`src/rtl/issue_ctrl_n.sv`:
```
// In-order N-wide issue controller with an embedded shift-register scoreboard,
// operand resolution (regfile / per-stage bypass / immediate) and FU launch register.
module issue_ctrl_n #(
    parameter int unsigned ISSUE_WIDTH = 2,
    parameter int unsigned STAGES      = 3,
    parameter int unsigned NREG        = 32
) (
    input  logic                                clk,
    input  logic                                rst_n,
    input  logic                                flush,
    input  logic                                stall,
    input  logic [$clog2(ISSUE_WIDTH+1)-1:0]    iq_size,
    input  logic [2*ISSUE_WIDTH-1:0]            src_need,
    input  logic [2*ISSUE_WIDTH*5-1:0]          src_addr,
    input  logic [2*ISSUE_WIDTH*32-1:0]         imm,
    input  logic [ISSUE_WIDTH-1:0]              dst_need,
    input  logic [ISSUE_WIDTH*5-1:0]            dst_addr,
    input  logic [ISSUE_WIDTH*STAGES-1:0]       accept_mask,
    input  logic [ISSUE_WIDTH-1:0]              is_branch,
    output logic [2*ISSUE_WIDTH*5-1:0]          rf_raddr,
    input  logic [2*ISSUE_WIDTH*32-1:0]         rf_rdata,
    input  logic [STAGES*ISSUE_WIDTH*32-1:0]    byp_data,
    output logic [$clog2(ISSUE_WIDTH+1)-1:0]    iq_pop,
    output logic [ISSUE_WIDTH-1:0]              fu_valid,
    output logic [ISSUE_WIDTH*32-1:0]           fu_op1,
    output logic [ISSUE_WIDTH*32-1:0]           fu_op2,
    output logic [ISSUE_WIDTH*6-1:0]            fu_dst
);

    localparam int unsigned PW = $clog2(ISSUE_WIDTH + 1);
    localparam int unsigned LW = (ISSUE_WIDTH > 1) ? $clog2(ISSUE_WIDTH) : 1;
    localparam int unsigned RW = (NREG > 1) ? $clog2(NREG) : 1;
    localparam int unsigned AW = 5;
    localparam int unsigned DW = 32;

    logic [STAGES-1:0] pos_q  [NREG];
    logic [STAGES-1:0] pos_d  [NREG];
    logic [STAGES-1:0] mask_q [NREG];
    logic [STAGES-1:0] mask_d [NREG];
    logic [LW-1:0]     lane_q [NREG];
    logic [LW-1:0]     lane_d [NREG];

    logic [ISSUE_WIDTH-1:0]    fu_valid_q, fu_valid_d;
    logic [ISSUE_WIDTH*DW-1:0] fu_op1_q, fu_op1_d;
    logic [ISSUE_WIDTH*DW-1:0] fu_op2_q, fu_op2_d;
    logic [ISSUE_WIDTH*6-1:0]  fu_dst_q, fu_dst_d;

    logic [DW-1:0]          opnd_c [ISSUE_WIDTH][2];
    logic [ISSUE_WIDTH-1:0] elig_c;
    int                     pop_len_c;

    assign rf_raddr = src_addr;
    assign fu_valid = fu_valid_q;
    assign fu_op1   = fu_op1_q;
    assign fu_op2   = fu_op2_q;
    assign fu_dst   = fu_dst_q;

    // Resolve each source operand and decide per-lane eligibility.
    always_comb begin
        int k;
        int ra;
        logic [RW-1:0] ri;
        for (int i = 0; i < int'(ISSUE_WIDTH); i++) begin
            elig_c[i] = (i < int'(iq_size));
            for (int s = 0; s < 2; s++) begin
                k  = 2 * i + s;
                ra = int'(src_addr[k*AW +: AW]);
                ri = RW'(ra);
                opnd_c[i][s] = rf_rdata[k*DW +: DW];
                if (!src_need[k]) begin
                    opnd_c[i][s] = imm[k*DW +: DW];
                end else begin
                    if (ra != 0 && ra < int'(NREG) && pos_q[ri] != '0) begin
                        if ((pos_q[ri] & mask_q[ri]) != '0) begin
                            for (int st = 0; st < int'(STAGES); st++) begin
                                if (pos_q[ri][st]) begin
                                    opnd_c[i][s] = byp_data[(st*int'(ISSUE_WIDTH) + int'(lane_q[ri]))*DW +: DW];
                                end
                            end
                        end else begin
                            elig_c[i] = 1'b0;
                        end
                    end
                    // no forwarding between lanes of one group
                    for (int j = 0; j < i; j++) begin
                        if (dst_need[j] && dst_addr[j*AW +: AW] != '0 &&
                            dst_addr[j*AW +: AW] == src_addr[k*AW +: AW]) begin
                            elig_c[i] = 1'b0;
                        end
                    end
                end
            end
        end
    end

    // Longest eligible prefix, trimmed so a branch never leaves its delay slot behind.
    always_comb begin
        logic stop;
        pop_len_c = 0;
        stop      = 1'b0;
        for (int i = 0; i < int'(ISSUE_WIDTH); i++) begin
            if (!stop && elig_c[i]) begin
                pop_len_c = i + 1;
            end else begin
                stop = 1'b1;
            end
        end
        for (int j = int'(ISSUE_WIDTH) - 1; j >= 0; j--) begin
            if (pop_len_c == j + 1 && is_branch[j]) begin
                pop_len_c = j;
            end
        end
        if (stall || flush) begin
            pop_len_c = 0;
        end
        iq_pop = PW'(pop_len_c);
    end

    // Next scoreboard and launch register contents.
    always_comb begin
        logic [RW-1:0] wi;
        pos_d      = pos_q;
        mask_d     = mask_q;
        lane_d     = lane_q;
        fu_valid_d = fu_valid_q;
        fu_op1_d   = fu_op1_q;
        fu_op2_d   = fu_op2_q;
        fu_dst_d   = fu_dst_q;
        wi         = '0;
        if (flush) begin
            for (int r = 0; r < int'(NREG); r++) begin
                pos_d[r]  = '0;
                mask_d[r] = '0;
                lane_d[r] = '0;
            end
            fu_valid_d = '0;
            fu_op1_d   = '0;
            fu_op2_d   = '0;
            fu_dst_d   = '0;
        end else if (!stall) begin
            for (int r = 0; r < int'(NREG); r++) begin
                pos_d[r] = pos_q[r] >> 1;
                if (pos_d[r] == '0) begin
                    mask_d[r] = '0;
                    lane_d[r] = '0;
                end
            end
            // ascending lane order so the youngest writer of a register wins
            for (int i = 0; i < int'(ISSUE_WIDTH); i++) begin
                if (i < pop_len_c) begin
                    if (dst_need[i] && dst_addr[i*AW +: AW] != '0 &&
                        int'(dst_addr[i*AW +: AW]) < int'(NREG)) begin
                        wi         = RW'(dst_addr[i*AW +: AW]);
                        pos_d[wi]  = STAGES'(1) << (STAGES - 1);
                        mask_d[wi] = accept_mask[i*STAGES +: STAGES];
                        lane_d[wi] = LW'(i);
                    end
                    fu_valid_d[i]          = 1'b1;
                    fu_op1_d[i*DW +: DW]   = opnd_c[i][0];
                    fu_op2_d[i*DW +: DW]   = opnd_c[i][1];
                    fu_dst_d[i*6 +: 6]     = {dst_need[i], dst_addr[i*AW +: AW]};
                end else begin
                    fu_valid_d[i]          = 1'b0;
                    fu_op1_d[i*DW +: DW]   = '0;
                    fu_op2_d[i*DW +: DW]   = '0;
                    fu_dst_d[i*6 +: 6]     = '0;
                end
            end
        end
    end

    // State registers.
    always_ff @(posedge clk or negedge rst_n) begin
        if (!rst_n) begin
            for (int r = 0; r < int'(NREG); r++) begin
                pos_q[r]  <= '0;
                mask_q[r] <= '0;
                lane_q[r] <= '0;
            end
            fu_valid_q <= '0;
            fu_op1_q   <= '0;
            fu_op2_q   <= '0;
            fu_dst_q   <= '0;
        end else begin
            pos_q      <= pos_d;
            mask_q     <= mask_d;
            lane_q     <= lane_d;
            fu_valid_q <= fu_valid_d;
            fu_op1_q   <= fu_op1_d;
            fu_op2_q   <= fu_op2_d;
            fu_dst_q   <= fu_dst_d;
        end
    end

endmodule

```
`config.mk`:
```
export PLATFORM = sky130hd
export DESIGN_NAME = issue_ctrl_n
export DESIGN_NICKNAME = d
export VERILOG_FILES = /design/src/rtl/issue_ctrl_n.sv
export SDC_FILE = /design/constraint.sdc
export NUM_CORES = 2
export LEC_CHECK = 0
export CAP_MARGIN = 20
export CELL_PAD_IN_SITES_DETAIL_PLACEMENT = 0
export CELL_PAD_IN_SITES_GLOBAL_PLACEMENT = 2
export CORE_ASPECT_RATIO = 2
export CORE_MARGIN = 2
export CORE_UTILIZATION = 33
export CTS_CLUSTER_DIAMETER = 40
export DETAILED_ROUTE_END_ITERATION = 16
export PLACE_DENSITY_LB_ADDON = 0.1
export SYNTH_ARGS = -nofsm -noshare
export SYNTH_HDL_FRONTEND = slang
export SYNTH_SLANG_ARGS = --single-unit
```
`constraint.sdc`:
```
create_clock -name clk -period 6.8 [get_ports clk]
set_input_delay 1.7 -clock clk [delete_from_list [all_inputs] [get_ports clk]]
set_output_delay 1.7 -clock clk [all_outputs]
set_load 0.01 [all_outputs]
```
After elaboration in Yosys (flattened, before gate mapping). Cells that the tools add are included.

Bits in registers: 366. Input port bits: 498. Output and inout port bits: 164. Logic and storage cells: 536.

Add/sub/neg operators: 8. Multiplexer cells: 321. Shift-type cells: 12. Order comparisons: 12. Reductions and logical operators: 60. Equal/unequal tests: 5. Bitwise gates (word level): 18.

Operators by type and width (number): 96-bit 2-to-1 mux (16); 32-bit 2-to-1 mux (40); 192-bit by 10-bit indexed part select with 32-bit output (4); 192-bit by 7-bit indexed part select with 32-bit output (4); 192-bit by 9-bit indexed part select with 32-bit output (4); 3-bit 2-to-1 mux (114); 64-bit 2-to-1 mux (4); 96-bit bitwise mux (2); 64-bit AND (2); 64-bit inverter (2); 1-bit 2-to-1 mux (123); 3-bit binary-select mux with 5-bit select (8); 3-bit zero test (32); 32-bit bitwise OR (2); 6-bit greater-or-equal comparator (second input constant) (6); 5-bit inverter with 6-bit output (6); 32-bit AND (1); 32-bit by 2-bit == test with 1-bit output (second input constant) (1); 32-bit by 3-bit == test with 1-bit output (second input constant) (1); 1-bit by 32-bit less-than comparator with 1-bit output (first input constant) (1); 2-bit by 32-bit less-than comparator with 1-bit output (first input constant) (1); 32-bit inverter (1); 3-bit demux with 5-bit select (2); 5-bit nonzero test (6); other kinds (15) (53).

Logic depth before layout (Yosys ltp).
Word-level depth: 32. Gate-level depth with buffers: 19.

Worst setup path before layout. No wires, ideal clock.

Kind: input-to-output. From: in src_addr[1]. To: out iq_pop[1]. Buffers on the path: 7. Stages on the path: 14. Path slack: 0.438 ns. Arrival: 4.662 ns. Path through: buf_2 -> buf_6 -> buf_4 -> buf_2 -> mux4_2 -> a211oi_1 -> a22oi_1 -> or3b_1 -> a41oi_2 -> o2111ai_2 -> buf_6 -> inv_2 -> buf_4 -> clkbuf_1.

Longest elaborated chain between the ends: 21.

RTL lines: start, declared (RTL line 14) `input logic [2*ISSUE_WIDTH*5-1:0] src_addr,`; 5-bit inverter with 6-bit output (implied by the code) (RTL line 73, 74); 3-bit binary-select mux with 5-bit select (on tied branches) (RTL line 73, 74); 3-bit 2-to-1 mux (on tied branches) (2 in series) (RTL line 73, 74); 3-bit AND (RTL line 74) `if ((pos_q[ri] & mask_q[ri]) != '0) begin`; 3-bit nonzero test (RTL line 74); 1-bit 2-to-1 mux (RTL line 74); 1-bit 2-to-1 mux * (RTL line 73) `if (ra != 0 && ra < int'(NREG) && pos_q[ri] != '0) begin`; 1-bit 2-to-1 mux * (RTL line 70) `if (!src_need[k]) begin`; (+4 left out); 32-bit 2-to-1 mux * (RTL line 102) `if (!stop && elig_c[i]) begin`; 32-bit by 3-bit == test with 1-bit output (RTL line 109) `if (pop_len_c == j + 1 && is_branch[j]) begin`; 1-bit logical AND (RTL line 109); 32-bit 2-to-1 mux * (RTL line 109); 32-bit by 2-bit == test with 1-bit output (RTL line 109); 1-bit logical AND (RTL line 109); 32-bit 2-to-1 mux * (RTL line 109); 32-bit 2-to-1 mux * (RTL line 113) `if (stall || flush) begin`; end, declared (RTL line 23) `output logic [$clog2(ISSUE_WIDTH+1)-1:0] iq_pop,`.

Mark *: on every way between the ends. The rest lies on a longest branch, timed or not. The select of a mux whose other input is x is not followed.

Worst setup path after layout.
From: in src_addr[7]. To: out iq_pop[0].

Longest elaborated chain between the ends: 18.

RTL lines (RTL line): 5-bit inverter with 6-bit output (implied by the code) (73, 74); 3-bit binary-select mux with 5-bit select (on tied branches) (73, 74); 3-bit 2-to-1 mux (on tied branches) (2 in series) (73, 74); 3-bit AND (74); 3-bit nonzero test (74); 1-bit 2-to-1 mux (74); 1-bit 2-to-1 mux * (73); 1-bit 2-to-1 mux * (70); 1-bit 2-to-1 mux / 1-bit logical AND (equally long branches) (102); 32-bit 2-to-1 mux * (102); 32-bit by 3-bit == test with 1-bit output (109); 1-bit logical AND (109); 32-bit 2-to-1 mux * (109); 32-bit by 2-bit == test with 1-bit output (109); 1-bit logical AND (109); 32-bit 2-to-1 mux * (109); 32-bit 2-to-1 mux * (113).

Marks and branches as above.

==> results by group <==
Pwr
  • Cell leakage power: between 15 and 20 nW
  • Peak supply drop: 0.199 mV
  • Sw frac: approximately a third
  • Gate power share: between 20% and 30%
  • Internal Power: 4.60 mW
  • Clock power share: around 45%
  • Power per Cell Area: 153 mW/mm^2
  • Power Total: slightly below 7 mW
  • P_sw: about 2.1 mW
  • Flop pwr share: 33.2%

Final layout
  • Share of post-route cells with drive strength above 1: 17.6%
  • Area growth syn-to-layout: 34.8%
  • Final core occ: ~45%
  • Finished Layout Cells: 5,454
  • # nets final: 4,535

Yosys
  • Unique masters post-synth: 93
  • Mapped Area: roughly 0.033 mm^2
  • Syn Area/Cell: between 9 and 10 um^2
  • Synth cell count leaders: mux2i_1 (392), dfrtp_1 (366), nand2_1 (266), clkbuf_1 (226), o21ai_0 (213)
  • EDFF count, synth: 0
  • Area leader, netlist: dfrtp_1
  • Syn nets: approximately 3.9k
  • Top cells by area, synth: dfrtp_1 (28%), mux4_2 (14%), mux2i_1 (12%), a22oi_1 (3.5%), o21ai_0 (3.3%)
  • Synthesis-stage register bit count: about 370
  • Count leader, synth: mux2i_1
  • Main flop type after synthesis: dfrtp_1
  • Yosys Warn Count: 0
  • Cells after Synth: between 3k and 4k
  • Fraction of registers with async set/reset: between 90% and 100%
  • Seq/Total Area, Yosys: 28.1%
  • Top cell type's share of synthesized area: 28.1%

Min path
  • HP Class: reg -> reg
  • WHS Path Cells: 1

GRT
  • Grt ovf: 0
  • Largest net degree at the start of global routing: 130
  • Total GRT Usage: 45.7%
  • Vias in the first global route: approximately 36k
  • Global-route wire length before repair: roughly 320 mm
  • Initial antenna violation count: 65

Clock network
  • H-tree depth: 2
  • TritonCTS clock tree: yes
  • Clk_lat worst skew: 0.69 ns
  • Root Buffer: clkbuf_16
  • Hold-fix buffers, CTS: 0
  • CTS Buf Count: 54
  • Clock Tree Buf Depth: 3
  • Clk pin slew, worst setup/hold paths: roughly 0.060 ns
  • Clk sinks: between 300 and 400

Worst setup path
  • Critical path startpoint category: primary input
  • Reg2Reg Depth: 12
  • Worst Path Arrival: roughly 5 ns
  • Crit path max fanout: 20
  • Setup CP Type: in -> out
  • Worst setup EP type: output pin
  • Crit path required time: ~5.1 ns

Placement
  • DP Cell Count: between 5k and 6k
  • Buffers on Ports: 661
  • Final HPWL DP: about 180 mm
  • Placer Congestion: 1.11

Floorplan
  • Row count: ~160
  • Die Y-Extent: approximately 450 um
  • Number of top-level pins: 662
  • Initial Util: 33.2%
  • Die width: 226 um
  • Core Region: roughly 0.098 mm^2
  • Die area: 0.101 mm^2

Route
  • Drt drc: 0
  • Overall routed net length: roughly 240 mm
  • Wire per inst: 43.6 um
  • Iter 0 DRT Violations: roughly 5k
  • Vias: about 38k
  • 1st-pass router iterations: 10
  • Avg Vias per Cell: roughly 6.9
  • DRT antenna net count: 0

Timing
  • Max-slew headroom: a little over a tenth
  • Max-slew violation count: 0
  • F_max: about 150 MHz
  • Skew final: a little under 0.05 ns
  • Slew @ Worst Pin: between 1 and 1.5 ns
  • Tcrit/Tclk final: 98.8%
  • Min Tclk post-route: ~6.7 ns
  • Hold Violations, Final: 0
  • RSZ-0062 raised after global routing: false
  • Setup violators final: 0
  • Worst hold slack: roughly 0.48 ns

Run
  • Max cap viols: 0

Status
  • Status: finished, final reports clean
==> per-layer routing <==
metal	GRT usage (%)	wire length (um)	share of wire, %	vias up
met5	0.587	123	0.052	-
met4	51.8	33900	14	20
met3	12.5	23300	9.8	1023
met2	72.3	108000	46	3049
met1	45.0	71800	30	18758
li1	-	-	-	14847
==> placed cells by master, fill, tap and decap left out, types with 11 or more instances in the layout <==
cell,count
buf_2,12
o211ai_1,26
a31oi_1,67
buf_4,249
and3_1,13
a211o_1,36
nor2_1,163
o22ai_1,36
nor3_2,11
nand4_1,11
dfrtp_1,366
buf_12,40
and2_1,20
o21ai_1,21
a21oi_1,202
inv_1,20
mux4_2,205
mux2i_1,389
a32o_1,48
clkbuf_16,55
nor2b_1,52
a22oi_1,151
mux2_2,24
a21o_1,134
a32oi_1,34
nand3_1,63
o221ai_1,16
o21ai_0,209
nand2_1,266
a22o_1,62
a211oi_1,46
a221oi_1,108
a221o_1,31
nor3_1,31
clkdlybuf4s50_1,641
diode_2,54
==> flip-flops by register name (all words and copies together), names as in the netlist <==
signal,flops
mask_q,96
pos_q,96
fu_valid,2
lane_q,32
fu_op2,64
fu_dst,12
fu_op1,64
==> logic make-up (layout without fill, tap and decap cells) <==
kind of cell              Yosys count  count (layout)  synth area share (%)
AOI/OAI and AO/OA                1280            1280                  27.9
DFF                               366             366                  28.1
xor gates and xnor gates           10              10                 0.269
and+or+nand+nor                   720             720                  10.8
muxes                             626             626                  27.2
buffers and inverters             408            1078                  5.76
other                               0              54                     0
==> worst max-delay path, cell delays in order <==
cell,delay (ns)
buf_2,0.47
mux4_2,0.41
mux4_2,0.51
mux2i_2,0.28
buf_4,0.18
nor3b_1,0.26
nand4bb_1,0.17
buf_4,0.17
nand2_2,0.08
nor3b_4,0.30
buf_4,0.21
clkdlybuf4s15_1,0.26
==> power by group through the flow <==
stage / logic [mW] / clock network [mW] / registers (mW)
2_1_floorplan: 0.555 / 0 / 2.28
3_3_place_gp: 1.40 / 0 / 2.27
3_5_place_dp: 1.41 / 0 / 2.27
4_1_cts: 1.41 / 3.08 / 2.23
5_1_grt: 1.49 / 3.15 / 2.24
6_report: 1.45 / 3.05 / 2.24
==> through the flow <==
stage / area (um^2) / setup TNS (ns) / setup slack (ns)
after floorplan: 32600 / 0 / 0.438
after global placement: 41800 / -0.449 / -0.449
after detailed placement: 41800 / -0.499 / -0.467
after CTS: 43700 / 0 / 0.0151
after global routing: 43900 / 0 / 0.0199
final: 44000 / 0 / 0.0827
==> worst paths after layout <==
kind	start	end	slack (ns)
setup / recovery	src_addr[7]	iq_pop[0]	0.08
hold reg to reg	fu_op2[18]	fu_op2[18]	0.48
min in group asynchronous	rst_n	pos_q[32]	1.02
max in group asynchronous	rst_n	fu_op2[57]	4.39
setup reg to reg	pos_q[88]	pos_q[33]	1.56
hold / removal	fu_op2[18]	fu_op2[18]	0.48
==> what timing repair did <==
action,CTS,global route
setup endpoints to repair,2,2
pin swaps,1,3
buffers inserted,0,1
gates resized for setup,5,3
endpoints found under the hold margin,0,0
==> area by class of cell <==
class | instances | area [um^2]
Fill cell | 9671 | 54300
Multi-Input combinational cell | 2636 | 21700
Timing Repair Buffer | 952 | 9260
Sequential cell | 366 | 9160
Tap cell | 1320 | 1650
Clock buffer | 68 | 1500
Clock inverter | 31 | 412
Antenna cell | 54 | 135
Inverter | 27 | 103
Note: power is estimated with default switching activity, not from simulation.
